$ cat src/rtl/data_memory_if.sv
// Bus bundle for data_memory: request/response handshake, clear control and the
// flat debug view of the array.
interface data_memory_if #(
  parameter int DATA_W = 16,
  parameter int ADDR_W = 3
);
  localparam int DEPTH = 1 << ADDR_W;

  logic                      req_valid;
  logic                      req_ready;
  logic                      req_rw;
  logic [ADDR_W-1:0]         req_addr;
  logic [DATA_W-1:0]         req_wdata;
  logic [DATA_W/8-1:0]       req_be;
  logic                      rsp_valid;
  logic                      rsp_ready;
  logic [DATA_W-1:0]         rsp_data;
  logic                      clr_req;
  logic                      busy;
  logic                      clr_done;
  logic [DATA_W*DEPTH-1:0]   mem_dump;

  modport master (
    output req_valid, req_rw, req_addr, req_wdata, req_be, rsp_ready, clr_req,
    input  req_ready, rsp_valid, rsp_data, busy, clr_done, mem_dump
  );

  modport slave (
    input  req_valid, req_rw, req_addr, req_wdata, req_be, rsp_ready, clr_req,
    output req_ready, rsp_valid, rsp_data, busy, clr_done, mem_dump
  );
endinterface

$ cat src/rtl/data_memory.sv
// Single-port data memory for the CPU memory stage: byte-enabled writes, registered
// read response with backpressure, and a one-word-per-cycle clear sweep.
module data_memory #(
  parameter int DATA_W = 16,
  parameter int ADDR_W = 3
) (
  input  logic          clk,
  input  logic          clr_n,
  data_memory_if.slave  bus
);
  localparam int DEPTH  = 1 << ADDR_W;
  localparam int NBYTES = DATA_W / 8;

  typedef enum logic {IDLE, CLEAR} state_t;

  state_t              state_q;
  logic [ADDR_W-1:0]   cnt_q;
  logic                busy_q;
  logic                clr_done_q;
  logic                rsp_valid_q;
  logic [DATA_W-1:0]   rsp_data_q;

  logic [DATA_W-1:0]       mem_w [DEPTH];
  logic [DATA_W*DEPTH-1:0] dump_w;

  logic req_ready;
  logic accept;
  logic wr_en;
  logic rd_en;
  logic sweep_en;

  // clr_req blocks acceptance in the same cycle so the sweep wins any collision.
  assign req_ready = (state_q == IDLE) && !bus.clr_req && (!rsp_valid_q || bus.rsp_ready);
  assign accept    = bus.req_valid && req_ready;
  assign wr_en     = accept && bus.req_rw;
  assign rd_en     = accept && !bus.req_rw;
  assign sweep_en  = (state_q == CLEAR);

  always_ff @(posedge clk or negedge clr_n) begin
    if (!clr_n) begin
      state_q    <= IDLE;
      cnt_q      <= '0;
      busy_q     <= 1'b0;
      clr_done_q <= 1'b0;
    end else begin
      clr_done_q <= 1'b0;
      case (state_q)
        IDLE: begin
          if (bus.clr_req) begin
            state_q <= CLEAR;
            cnt_q   <= '0;
            busy_q  <= 1'b1;
          end
        end
        CLEAR: begin
          if (cnt_q == ADDR_W'(DEPTH - 1)) begin
            state_q    <= IDLE;
            cnt_q      <= '0;
            busy_q     <= 1'b0;
            clr_done_q <= 1'b1;
          end else begin
            cnt_q <= cnt_q + ADDR_W'(1);
          end
        end
        default: begin
          state_q <= IDLE;
          cnt_q   <= '0;
          busy_q  <= 1'b0;
        end
      endcase
    end
  end

  // A read accepted on the consuming edge keeps rsp_valid high with fresh data.
  always_ff @(posedge clk or negedge clr_n) begin
    if (!clr_n) begin
      rsp_valid_q <= 1'b0;
      rsp_data_q  <= '0;
    end else if (rd_en) begin
      rsp_valid_q <= 1'b1;
      rsp_data_q  <= mem_w[bus.req_addr];
    end else if (rsp_valid_q && bus.rsp_ready) begin
      rsp_valid_q <= 1'b0;
    end
  end

  for (genvar gi = 0; gi < DEPTH; gi++) begin : g_word
    logic [DATA_W-1:0] word_q;
    logic [DATA_W-1:0] word_d;

    always_comb begin
      word_d = word_q;
      if (sweep_en && (cnt_q == ADDR_W'(gi))) begin
        word_d = '0;
      end else if (wr_en && (bus.req_addr == ADDR_W'(gi))) begin
        for (int b = 0; b < NBYTES; b++) begin
          if (bus.req_be[b]) begin
            word_d[8*b +: 8] = bus.req_wdata[8*b +: 8];
          end
        end
      end
    end

    always_ff @(posedge clk or negedge clr_n) begin
      if (!clr_n) begin
        word_q <= '0;
      end else begin
        word_q <= word_d;
      end
    end

    assign mem_w[gi] = word_q;
  end

  always_comb begin
    dump_w = '0;
    for (int k = 0; k < DEPTH; k++) begin
      dump_w[k*DATA_W +: DATA_W] = mem_w[k];
    end
  end

  assign bus.req_ready = req_ready;
  assign bus.rsp_valid = rsp_valid_q;
  assign bus.rsp_data  = rsp_data_q;
  assign bus.busy      = busy_q;
  assign bus.clr_done  = clr_done_q;
  assign bus.mem_dump  = dump_w;
endmodule

$ cat src/flat_wrapper.sv
// flat-port wrapper written by rule: the top's interface ports become plain ports
module data_memory_flat 
#(
  parameter int DATA_W = 16,
  parameter int ADDR_W = 3
)
  (clk, clr_n, bus_req_valid, bus_req_rw, bus_req_addr, bus_req_wdata, bus_req_be, bus_rsp_ready, bus_clr_req, bus_req_ready, bus_rsp_valid, bus_rsp_data, bus_busy, bus_clr_done, bus_mem_dump);
  data_memory_if #(.DATA_W(DATA_W), .ADDR_W(ADDR_W)) bus_i ();
  input  logic clk;
  input  logic clr_n;
  input wire logic [$bits(bus_i.req_valid)-1:0] bus_req_valid;
  input wire logic [$bits(bus_i.req_rw)-1:0] bus_req_rw;
  input wire logic [$bits(bus_i.req_addr)-1:0] bus_req_addr;
  input wire logic [$bits(bus_i.req_wdata)-1:0] bus_req_wdata;
  input wire logic [$bits(bus_i.req_be)-1:0] bus_req_be;
  input wire logic [$bits(bus_i.rsp_ready)-1:0] bus_rsp_ready;
  input wire logic [$bits(bus_i.clr_req)-1:0] bus_clr_req;
  output wire logic [$bits(bus_i.req_ready)-1:0] bus_req_ready;
  output wire logic [$bits(bus_i.rsp_valid)-1:0] bus_rsp_valid;
  output wire logic [$bits(bus_i.rsp_data)-1:0] bus_rsp_data;
  output wire logic [$bits(bus_i.busy)-1:0] bus_busy;
  output wire logic [$bits(bus_i.clr_done)-1:0] bus_clr_done;
  output wire logic [$bits(bus_i.mem_dump)-1:0] bus_mem_dump;
  assign bus_i.req_valid = bus_req_valid;
  assign bus_i.req_rw = bus_req_rw;
  assign bus_i.req_addr = bus_req_addr;
  assign bus_i.req_wdata = bus_req_wdata;
  assign bus_i.req_be = bus_req_be;
  assign bus_i.rsp_ready = bus_rsp_ready;
  assign bus_i.clr_req = bus_clr_req;
  assign bus_req_ready = bus_i.req_ready;
  assign bus_rsp_valid = bus_i.rsp_valid;
  assign bus_rsp_data = bus_i.rsp_data;
  assign bus_busy = bus_i.busy;
  assign bus_clr_done = bus_i.clr_done;
  assign bus_mem_dump = bus_i.mem_dump;
  data_memory #(.DATA_W(DATA_W), .ADDR_W(ADDR_W)) u_core (.clk(clk), .clr_n(clr_n), .bus(bus_i));
endmodule
$ cat config.mk
export PLATFORM = sky130hd
export DESIGN_NAME = data_memory_flat
export DESIGN_NICKNAME = d
export VERILOG_FILES = /design/src/rtl/data_memory_if.sv /design/src/rtl/data_memory.sv /design/src/flat_wrapper.sv
export SDC_FILE = /design/constraint.sdc
export NUM_CORES = 1
export LEC_CHECK = 0
export ABC_CLOCK_PERIOD_IN_PS = 3600
export BUFFER_PORTS_ARGS = -buffer_cell sky130_fd_sc_hd__clkbuf_2
export CAP_MARGIN = 20
export CELL_PAD_IN_SITES_DETAIL_PLACEMENT = 0
export CELL_PAD_IN_SITES_GLOBAL_PLACEMENT = 1
export CORE_MARGIN = 2
export CORE_UTILIZATION = 45
export CTS_BUF_LIST = sky130_fd_sc_hd__clkbuf_16
export CTS_CLUSTER_SIZE = 8
export DETAILED_ROUTE_END_ITERATION = 10
export GPL_TIMING_DRIVEN = 0
export HOLD_SLACK_MARGIN = 0.03
export PLACE_DENSITY = 0.95
export SYNTH_ARGS = -nofsm -noshare
export SYNTH_HDL_FRONTEND = slang
export SYNTH_SLANG_ARGS = --single-unit
$ cat constraint.sdc
create_clock -name clk -period 3.6 [get_ports clk]
set_input_delay 0.36 -clock clk [delete_from_list [all_inputs] [get_ports clk]]
set_output_delay 0.36 -clock clk [all_outputs]
set_load 0.05 [all_outputs]
**Word level (Yosys, flattened, before mapping)**

Cells that the tools add are included.

- Register bits: 151
- Output and inout port bits: 148
- Word-level logic and storage cells: 146
- Input port bits: 27

- $lt $le $gt $ge: 1
- Eq/ne operators: 16
- Add/sub/neg operators: 1
- Reduce and logical (&&, ||, !) cells: 70
- Bitwise operators: 2
- Muxes and demuxes: 34

Operators by type and width:

| kind | count |
|---|---|
| 2-to-1 mux 16 bit | 18 |
| nonzero test 2 bit | 25 |
| binary-select mux 16 bit (select 3 bit) | 1 |
| AND reduction 2 bit | 17 |
| == test 3 bit (second input constant) | 8 |
| logical AND 1 bit | 22 |
| 2-to-1 mux 8 bit | 2 |
| == test 3 x 2 -> 1 bit (second input constant) | 4 |
| 2-to-1 mux 1 bit | 8 |
| == test 3 x 1 -> 1 bit (second input constant) | 2 |
| zero test 3 bit | 2 |
| 2-to-1 mux 3 bit | 2 |
| case mux 3 bit (2 select lines) | 1 |
| >= comparator 4 bit (second input constant) | 1 |
| inequality test 2 bit (second input constant) | 2 |
| inverter 3 -> 4 bit | 1 |
| case mux 1 bit (2 select lines) | 2 |
| adder 3 x 1 -> 3 bit (second input constant) | 1 |
| zero test 1 bit | 3 |
| logical OR 1 bit | 1 |
| inverter 1 bit | 1 |

**Longest topological paths before layout**

Gate-level depths: netlist of the first run.

- Word-level depth: 8
- Gate-level depth with buffers: 7
- Depth with buffers taken out: 5

**Worst setup path before layout of the first run**

OpenSTA, ideal clock, no wires.

- Kind: register to output
- Start: register u_core.rsp_valid_q, in the netlist u_core.bus.rsp_valid
- End: output bus_req_ready
- Setup slack: 1.552 ns
- Path buffers: 1
- Data required time: 3.240 ns
- Data arrival time: 1.688 ns
- Stages on the path, launching flop included: 4
- Cells stage by stage: dfrtp_1 -> nor2b_1 -> buf_2 -> nor2_1

- Word-level cells in the longest chain between the ends: 3

Ends and longest elaborated chain:

| what | line | source |
|---|---|---|
| start: declaration | data_memory.sv:20 | `logic rsp_valid_q;` |
| start signal: assignment | data_memory.sv:77 | `rsp_valid_q <= 1'b0;` |
| start signal: assignment | data_memory.sv:80 | `rsp_valid_q <= 1'b1;` |
| start signal: assignment | data_memory.sv:83 | `rsp_valid_q <= 1'b0;` |
| zero test 1 bit | data_memory.sv:33 | `assign req_ready = (state_q == IDLE) && !bus.clr_req && (!rsp_valid_q \|\| bus.rsp_ready);` |
| logical OR 1 bit | data_memory.sv:33 |  |
| logical AND 1 bit | data_memory.sv:33 |  |
| end: declaration | flat_wrapper.sv:18 | `output wire logic [$bits(bus_i.req_ready)-1:0] bus_req_ready;` |

No other way between the ends.

**Worst setup path after layout of the first run**

- Start: register u_core.state_q
- End: register u_core.rsp_data_q[12], in the netlist u_core.bus.rsp_data[12]

- Word-level cells in the longest chain between the ends: 5

Ends and longest elaborated chain:

| what | line | source |
|---|---|---|
| start: declaration | data_memory.sv:16 | `state_t state_q;` |
| start signal: assignment | data_memory.sv:41 | `state_q <= IDLE;` |
| start signal: assignment | data_memory.sv:50 | `state_q <= CLEAR;` |
| start signal: assignment | data_memory.sv:57 | `state_q <= IDLE;` |
| inverter 1 bit | n/a |  |
| logical AND 1 bit (2 in a row) | data_memory.sv:33 |  |
| logical AND 1 bit | data_memory.sv:34 | `assign accept = bus.req_valid && req_ready;` |
| logical AND 1 bit | data_memory.sv:36 | `assign rd_en = accept && !bus.req_rw;` |
| end signal: assignment | data_memory.sv:81 | `rsp_data_q <= mem_w[bus.req_addr];` |
| end: declaration | data_memory.sv:21 | `logic [DATA_W-1:0] rsp_data_q;` |

No other way between the ends.
A chain may end at the register's enable or synchronous reset.

==> impl_metrics.toml, run 1 <==
[finish]
regArea_sq_mm = 0.003779
multi_input_area_sq_mm = 0.003400
nNetsFinal = 951
drive_gt1_share_pct = 24.30
layout-area-overhead-vs-synth_pct = 22.61
final_cell_area_sq_mm = 0.009201
n_fill_cell = 1507
stdcell_count = 1152

[logic_synthesis]
synth_nets = 774
avgSynthCellArea_sq_um = 10.13
seq_area_frac_synth_pct = 50.35
yosysWarnings = 0
yosys.cell_types.count = 40
async_reset_ff_share_pct = 100.0
yosys.area.top_type_share_pct = 50.35
synth_area_leaders = "dfrtp_1 50%, mux2i_1 11%, o21ai_0 5.9%, mux4_2 4.2%, nand2_1 4.0%"
ys.flop_type = "dfrtp_1"
ys_ff_latch = 151
syn_inst = 741
synth_enable_flop_cells = 0
syn_area_sq_mm = 0.007505
synth_top_area_cell = "dfrtp_1"

[power]
ir_worst_vdd_mv = 0.3670
p_switching_mw = 2.919
combPwrFrac_pct = 37.1
p_per_area_mw_per_mm2 = 718.7
internal_power_mw = 3.694
swShare_pct = 44.15
power_frac_seq_pct = 35.0
p_leak_nw = 4.283
p_clk_share_pct = 27.9

[timing]
worst_slack_ps = 1284
relSlewSlack_pct = 30.36
period_needed_ps = 2316
fin_worst_skew_ps = 6.442
hold_viol_final = 0
setup_viol = 0
worst_slew_pin_slew_ps = 1045
rsz0062_at_grt = "false"
max_freq_mhz = 431.7
finalCritPeriodShare_pct = 64.34
slew_violations = 0
hold_ws_ps = 223.2

[global_routing]
first_global_vias = 6716
grt_max_degree = 89
overflow = 0
antenna_found_initial = 3
grt_use_total_pct = 30.08
grt_pass1_wl_um = 39790

[clocking]
ctsHoldBuffers = 1
path_clk_slew_ps = 60
cts_num_sinks = 151
cts_setup_buffers = 0
clk_latency_ps = 440
clockBufferDepth = 2
h-tree-depth = 4
cts_tree = "done"
cts_resized = 0
clockRootBuffer = "clkbuf_16"
cts_made_buffers = 17

[die]
dieArea_sq_mm = 0.01773
die_x_um = 133.1
die_h_um = 133.1
std_cell_rows = 47
ioPinCount = 175
core_sq_mm = 0.01647
start_util_pct = 45.58

[worst_setup_path]
path_class = "reg2reg"
crit_path_start_kind = "register"
crit_required_ps = 3890
crit_arrival_ps = 2600
worstPathMaxFanout = 10
end_kind = "register"

[route]
ant_nets = 0
routedWlPerCell_um = 23.17
drtIter0Drc = 1038
first_pass_iters = 8
vias = 6867
via_per_inst = 5.961
wirelength_um = 26690
drc = 0

[flow_run]
cap_viol_max_count = 0

[placement]
placed_area_sq_mm = 0.008597
globalplace.congestion = 0.9336
dp.final_hpwl_um = 18600
post-place-ws_ps = 1351
io_buffer_count = 156
place_inst = 1118

[status]
outcome = "complete, no violations"

[hold_path]
hp-class = "in2reg"
logic make-up (layout without fill, tap and decap cells):
| family | after synthesis | count (layout) | synth area share (%) |
|---|---|---|---|
| and+or+nand+nor | 265 | 265 | 18.12 |
| AOI/OAI and AO/OA | 145 | 145 | 10.87 |
| buffers and inverters | 77 | 266 | 4.351 |
| adders and majority gates | 6 | 6 | 1.000 |
| muxes | 97 | 97 | 15.31 |
| DFF | 151 | 151 | 50.35 |
| other | 0 | 2 | 0 |
critical path, cell delays in order (launching register included):
cell,delay (ps)
dfrtp_1,410
clkbuf_1,240
nor2_1,320
nand4b_1,400
buf_2,340
buf_2,270
nand2_1,100
o21ai_0,80
power by group through the flow:
stage | registers [mW] | logic, mW | clock network (mW)
6_report | 2.31 | 2.45 | 1.85
5_1_grt | 2.35 | 2.58 | 1.91
4_1_cts | 2.30 | 2.45 | 1.85
3_5_place_dp | 2.33 | 2.43 | 0
3_3_place_gp | 2.33 | 2.40 | 0
2_1_floorplan | 3.34 | 0.683 | 0
layout by cell type, fill, tap and decap left out, drive strengths merged, types with 2 or more instances in the layout:
master / n
nand2b: 11
diode: 2
a22o: 7
nor2: 60
bufinv: 4
nor2b: 6
dfrtp: 151
nand4b: 3
buf: 20
or3: 2
and2: 6
mux4: 14
nor3: 3
a21oi: 25
mux2: 2
a22oi: 10
ha: 6
mux2i: 81
nor4: 6
nand2: 79
nand4: 27
clkbuf: 223
nand3: 58
a221oi: 6
and3: 2
inv: 7
clkinv: 11
o21ai: 91
routing by layer:
metal,track usage (%),part of all wire [%]
met1,39.89,40
met2,45.97,46
met3,7.572,9.3
met4,15.66,4.8
met5,0,0.041
sequential cells by signal, summed over array words and instances, names as in the netlist:
signal / count
u_core.bus.rsp_valid: 1
u_core.cnt_q: 3
u_core.g_word.word_q: 128
u_core.bus.rsp_data: 16
u_core.bus.busy: 1
u_core.state_q: 1
u_core.bus.clr_done: 1
through the flow:
stage / util [%] / power (mW) / TNS, ps
4_1_cts: 55.85 / 6.597 / 0
3_5_place_dp: 52.21 / 4.761 / 0
3_3_place_gp: 51.99 / 4.729 / -67860
5_1_grt: 55.88 / 6.842 / 0
2_1_floorplan: - / 4.025 / 0
6_report: 55.88 / 6.613 / 0
cell usage after synthesis, types with 3 or more instances:
library cell / number
a21oi_1: 25
a221oi_1: 6
a22o_1: 7
a22oi_1: 10
and2_1: 6
buf_1: 3
buf_2: 12
clkbuf_1: 50
dfrtp_1: 151
ha_1: 6
inv_1: 7
mux2i_1: 81
mux4_2: 14
nand2_1: 79
nand2b_1: 11
nand3_1: 58
nand4_1: 27
nor2_1: 60
nor2b_1: 6
nor4_4: 6
o21ai_0: 89
area by class of cell:
cell class              count  area share [%]
flip-flops and latches    151           41.07
multi-input cells         513           36.95
repair buffers            158           8.988
clock buffers              17           4.623
plain buffers              69           3.223
well taps                 220           2.992
clock inverters            14           1.781
inverters                   8          0.3264
diodes                      2         0.05439
worst paths after layout:
check / from / to / slack, ps / cells after the start
max: u_core.state_q / u_core.bus.rsp_data[12] / 1280 / 7
min: bus_clr_req / u_core.cnt_q[2] / 220 / 2
max reg2reg: u_core.state_q / u_core.bus.rsp_data[12] / 1280 / 7
min reg2reg: u_core.bus.rsp_data[6] / u_core.bus.rsp_data[6] / 480 / 2
max in group asynchronous: clr_n / u_core.bus.rsp_data[6] / 2300 / 3
min in group asynchronous: clr_n / u_core.g_word[3].word_q[9] / 470 / 2
Note: power is estimated with default switching activity, not from simulation.
==> run 2: changes to the inputs <==
--- a/config.mk
+++ b/config.mk
@@ -5,19 +5,19 @@
 export SDC_FILE = /design/constraint.sdc
 export NUM_CORES = 1
 export LEC_CHECK = 0
-export ABC_CLOCK_PERIOD_IN_PS = 3600
+export ABC_CLOCK_PERIOD_IN_PS = 2100
 export BUFFER_PORTS_ARGS = -buffer_cell sky130_fd_sc_hd__clkbuf_2
 export CAP_MARGIN = 20
 export CELL_PAD_IN_SITES_DETAIL_PLACEMENT = 0
 export CELL_PAD_IN_SITES_GLOBAL_PLACEMENT = 1
 export CORE_MARGIN = 2
-export CORE_UTILIZATION = 45
+export CORE_UTILIZATION = 37
 export CTS_BUF_LIST = sky130_fd_sc_hd__clkbuf_16
 export CTS_CLUSTER_SIZE = 8
 export DETAILED_ROUTE_END_ITERATION = 10
 export GPL_TIMING_DRIVEN = 0
 export HOLD_SLACK_MARGIN = 0.03
-export PLACE_DENSITY = 0.95
+export PLACE_DENSITY = 0.86
 export SYNTH_ARGS = -nofsm -noshare
 export SYNTH_HDL_FRONTEND = slang
 export SYNTH_SLANG_ARGS = --single-unit
==> constraint.sdc (replaced) <==
create_clock -name clk -period 2.1 [get_ports clk]
set_input_delay 0.21 -clock clk [delete_from_list [all_inputs] [get_ports clk]]
set_output_delay 0.21 -clock clk [all_outputs]
set_load 0.05 [all_outputs]
==> run 2 against run 1 <==
Net effect: register-to-register slack got worse by 1100 ps; sequential power increased by 72%; worst hold slack got worse by 110 ps; core utilization decreased by 8.6 points.
==> impl_metrics.toml, run 2 (same netlist as run 1, synthesis figures left out) <==
[status]
outcome = "complete, no violations"

[finish]
final_cell_mix = "163 x clkbuf_2, 151 x dfrtp_1, 89 x o21ai_0, 81 x mux2i_1, 79 x nand2_1"
nNetsFinal = 961
final_util_pct = 47.32
layout-area-overhead-vs-synth_pct = 26.34
drive_gt1_share_pct = 26.38
multi_input_area_sq_mm = 0.003442
n_fill_cell = 1950
final_common_cell = "clkbuf_2"
top_register = "u_core.g_word.word_q"
largest_reg_flops = 128
regArea_sq_mm = 0.003779

[worst_setup_path]
r2r_start = "u_core.state_q"
reg2reg_slack_ps = 140
crit_buf_inv = 2
path_class = "reg2out"
rr_worst_depth = 4
cp_slowest_stage_delay_ps = 410
worstPathCellList = "or2_1 > buf_6 > nor2_1 > clkbuf_2"
cp_slowest_cell = "dfrtp_1"
path_depth = 4
crit_required_ps = 1890
end_kind = "output port"
startpoint = "u_core.state_q"
worstPathMaxFanout = 10
crit_end = "bus_req_ready"
r2r-end = "u_core.g_word[6].word_q[4]"
crit_path_start_kind = "register"
crit_arrival_ps = 1830
cp_top_family = "buffers and inverters"

[timing]
fin_worst_skew_ps = 11.88
rsz0062_at_grt = "false"
hold_viol_final = 0
finalCritPeriodShare_pct = 97.19
slew_violations = 0
worst_slew_pin_slew_ps = 987.3
relSlewSlack_pct = 33.94
max_freq_mhz = 489.9
worst_slack_ps = 58.94
period_needed_ps = 2041
setup_viol = 0
hold_ws_ps = 114.1

[placement]
dp.final_hpwl_um = 20070
io_buffer_count = 156
post-place-ws_ps = -170.9
globalplace.congestion = 0.9017

[route]
drc = 0
wirelength_um = 28360
routedWlPerCell_um = 23.41
first_pass_iters = 5
vias = 6956
drtIter0Drc = 934
via_per_inst = 5.744
ant_nets = 0

[clocking]
path_clk_slew_ps = 60
clk_latency_ps = 440
h-tree-depth = 4
clockBufferDepth = 2
cts_tree = "done"
clockRootBuffer = "clkbuf_16"
cts_num_sinks = 151
cts_made_buffers = 17

[power]
p_leak_nw = 4.381
p_per_area_mw_per_mm2 = 1213
ir_worst_vdd_mv = 0.7262

[die]
ioPinCount = 175
die_h_um = 146.4
std_cell_rows = 52
core_sq_mm = 0.02004
dieArea_sq_mm = 0.02144
start_util_pct = 37.45
die_x_um = 146.4

[flow_run]
cap_viol_max_count = 0

[global_routing]
overflow = 0
grt_pass1_wl_um = 42570
antenna_found_initial = 1
grt_max_degree = 78
first_global_vias = 6871
grt_use_total_pct = 26.45

[hold_path]
hp-class = "in2reg"
==> run 2: cell types whose count changed in the layout (fill, tap and decap cells not counted), sizes merged <==
cell / before / now
buf: 20 / 30
bufinv: 4 / 5
clkinv: 11 / 8
clkinvlp: 0 / 1
diode: 2 / 1
inv: 7 / 8
==> run 2: per-stage QoR <==
stage,total power [mW],TNS [ps],cells,area (sq um)
after floorplan,6.899,0,741,7505
after global placement,8.136,-284400,1167,8623
after detailed placement,8.206,-4091,1168,8660
after CTS,11.45,-1196,1206,9368
after global routing,11.92,0,1211,9482
final,11.50,0,1211,9482
==> run 2: worst min-delay path by stage <==
stage | cells after the start | to | slack, ps | from
6_report | 2 | u_core.cnt_q[2] | 110 | bus_clr_req
4_1_cts | 2 | u_core.cnt_q[2] | 80 | bus_clr_req
2_1_floorplan | 0 | u_core.bus.busy | -90 | clr_n
3_3_place_gp | 2 | u_core.bus.rsp_data[7] | 470 | u_core.bus.rsp_data[7]
3_5_place_dp | 1 | u_core.g_word[2].word_q[9] | 280 | clr_n
5_1_grt | 2 | u_core.cnt_q[1] | 140 | bus_clr_req
==> run 2: timing repair <==
action	in CTS	in global routing
pin swaps	4	4
endpoints found under the setup margin	88	101
buffers inserted	6	4
hold buffers	1	0
endpoints found under the hold margin	74	0
resized for setup	6	20
==> run 2: worst reg2reg max path, delay by kind of cell (launching register included) <==
family | cells | cell delay (ps)
flops | 1 | 410
simple gates | 3 | 1200
compound gates | 1 | 200
==> run 2: layer usage <==
layer / vias to the layer above / routed length, um / global-route usage (%)
met2: 408 / 13050 / 40.64
met4: 0 / 937 / 10.63
met3: 66 / 2442 / 6.656
met5: - / 0 / 0
li1: 3010 / - / -
met1: 3472 / 11930 / 36.06
==> run 2: layout make-up <==
type / count / share of cell area [%]
diodes: 1 / 0.02639
plain buffers: 69 / 3.286
clock buffers: 17 / 4.487
clock inverters: 14 / 1.993
inverters: 8 / 0.3167
multi-input cells: 513 / 36.30
flip-flops and latches: 151 / 39.85
well taps: 270 / 3.563
repair buffers: 168 / 10.17
==> run 2: report_power, final <==
part / switching, mW / internal (mW)
Combinational: 3.32 / 0.924
Sequential: 0.503 / 3.47
Clock: 1.22 / 2.07
==> run 3: changes to the inputs <==
--- a/config.mk
+++ b/config.mk
@@ -18,6 +18,8 @@
 export GPL_TIMING_DRIVEN = 0
 export HOLD_SLACK_MARGIN = 0.03
 export PLACE_DENSITY = 0.86
+export SETUP_SLACK_MARGIN = 0.1
 export SYNTH_ARGS = -nofsm -noshare
 export SYNTH_HDL_FRONTEND = slang
 export SYNTH_SLANG_ARGS = --single-unit
+export TNS_END_PERCENT = 50
==> run 3 against run 2 <==
Net effect: flip-flop and latch count did not move; worst hold slack got worse by 19 ps; cell count fell by 0.25%; via count barely moved; clock skew fell by 5.6 ps; register-to-register slack improved by 50 ps; clock-buffer cell count did not move; global-route usage barely moved; critical path depth rose by 1; routed wire length fell by 1.1%.
==> impl_metrics.toml, run 3 (same netlist as run 1, synthesis figures left out) <==
[die]
dieArea_sq_mm = 0.02144
die_x_um = 146.4
start_util_pct = 37.45
std_cell_rows = 52
core_sq_mm = 0.02004
ioPinCount = 175
die_h_um = 146.4

[global_routing]
antenna_found_initial = 0
grt_pass1_wl_um = 42680
grt_use_total_pct = 26.48
overflow = 0
grt_max_degree = 83
first_global_vias = 6876

[timing]
max_freq_mhz = 523.8
slew_violations = 0
fin_worst_skew_ps = 6.306
relSlewSlack_pct = 28.39
setup_viol = 0
fin_setup_tns_ps = 0
finalCritPeriodShare_pct = 90.91
hold_viol_final = 0
hold_ws_ps = 95.60
rsz0062_at_grt = "true"
worst_slew_pin_slew_ps = 1074
period_needed_ps = 1909

[worst_setup_path]
rr_worst_depth = 5
crit_required_ps = 2390
crit_end = "u_core.g_word[5].word_q[3]"
startpoint = "u_core.bus.rsp_valid"
crit_path_start_kind = "register"
end_kind = "register"
r2r_start = "u_core.bus.rsp_valid"
reg2reg_slack_ps = 190
worstPathMaxFanout = 10
r2r-end = "u_core.g_word[5].word_q[3]"
crit_arrival_ps = 2200
path_class = "reg2reg"

[finish]
drive_gt1_share_pct = 27.40
largest_reg_flops = 128
top_register = "u_core.g_word.word_q"
nNetsFinal = 963
final_common_cell = "clkbuf_2"
layout-area-overhead-vs-synth_pct = 24.89
stdcell_count = 1208
antenna_cells = 0
n_fill_cell = 1979
multi_input_area_sq_mm = 0.003461
regArea_sq_mm = 0.003779
final_cell_mix = "165 x clkbuf_2, 151 x dfrtp_1, 89 x o21ai_0, 81 x mux2i_1, 78 x nand2_1"

[route]
vias = 6958
routedWlPerCell_um = 23.20
first_pass_iters = 5
ant_nets = 0
wirelength_um = 28030
drtIter0Drc = 760
via_per_inst = 5.760
drc = 0

[power]
combPwrFrac_pct = 38.9
ir_worst_vdd_mv = 0.5819
p_leak_nw = 4.344
p_switching_mw = 4.999
internal_power_mw = 5.971
swShare_pct = 45.57
p_per_area_mw_per_mm2 = 1170
p_clk_share_pct = 24.9
finalPower_mw = 10.97
power_frac_seq_pct = 36.2

[placement]
io_buffer_count = 156
place_inst = 1168
globalplace.congestion = 0.8962
dp.final_hpwl_um = 19960

[clocking]
clockBufferDepth = 2
cts_tree = "done"
clockRootBuffer = "clkbuf_16"
cts_num_sinks = 151
clk_latency_ps = 430
cts_made_buffers = 17
path_clk_slew_ps = 60
h-tree-depth = 4

[flow_run]
cap_viol_max_count = 0

[hold_path]
hp-class = "in2reg"

[status]
outcome = "complete, no violations"
-- run 3: cell count changes in the layout (fill, tap and decap cells not counted), moves of 2 or more --
| cell | delta |
|---|---|
| buf_12 | -3 |
| buf_2 | -3 |
| buf_4 | +5 |
| bufinv_16 | -4 |
| clkbuf_1 | -2 |
| clkbuf_2 | +2 |
| clkbuf_4 | +4 |
| clkinv_1 | -3 |
| clkinv_2 | +3 |
| nor2_1 | -2 |
| nor2_2 | +2 |
-- run 3: what timing repair did --
| action | in CTS | in global routing |
|---|---|---|
| endpoints found under the hold margin | 81 | 0 |
| hold buffers | 1 | 0 |
| pin swaps | 5 | 3 |
| gates resized for setup | 16 | 22 |
| setup endpoints to repair | 122 | 122 |
| buffers inserted | 6 | 6 |
-- run 3: critical path: stages (launching register included) --
cell	delay [ps]
dfrtp_1	410
nor2b_1	160
clkbuf_4	250
or3_1	460
nor2_2	330
o21ai_0	160
-- run 3: power groups by stage --
stage	logic, mW	clock network, mW	registers (mW)
global placement	4.16	0	3.99
global route	4.52	2.86	4.05
detailed placement	4.22	0	4.01
finish	4.27	2.73	3.97
floorplan	1.17	0	5.73
CTS	4.24	2.73	3.96
-- run 3: how the worst min path moves through the flow --
| stage | cells after the start | from | slack (ps) | end |
|---|---|---|---|---|
| final | 2 | bus_clr_req | 100 | u_core.cnt_q[2] |
| after global routing | 2 | bus_clr_req | 100 | u_core.cnt_q[2] |
| after CTS | 2 | bus_clr_req | 40 | u_core.cnt_q[2] |
| after detailed placement | 1 | clr_n | 300 | u_core.g_word[2].word_q[12] |
| after global placement | 2 | u_core.bus.rsp_data[7] | 460 | u_core.bus.rsp_data[7] |
| after floorplan | 0 | clr_n | -90 | u_core.bus.busy |
-- run 3: layout make-up --
type | instances | share of cell area (%)
inverters | 8 | 0.3604
multi-input cells | 513 | 36.92
clock buffers | 17 | 4.539
plain buffers | 69 | 3.444
flip-flops and latches | 151 | 40.31
repair buffers | 170 | 10.08
well taps | 270 | 3.604
clock inverters | 10 | 0.7342
-- run 3: through the flow --
stage               setup WS (ps)  cell area [sq um]  util, %
floorplan                   118.9               7505        -
global placement            -1854               8623    43.03
detailed placement         -156.4               8660    43.21
CTS                         34.75               9271    46.27
global route                72.86               9373    46.77
finish                      190.8               9373    46.77
-- run 3: per-layer routing --
metal,global-route usage (%),share of wire (%),vias to the layer above
li1,-,-,3012
met1,36.26,42,3486
met2,40.00,46,389
met3,6.813,8.3,71
met4,11.50,3.9,0
met5,0,0,-
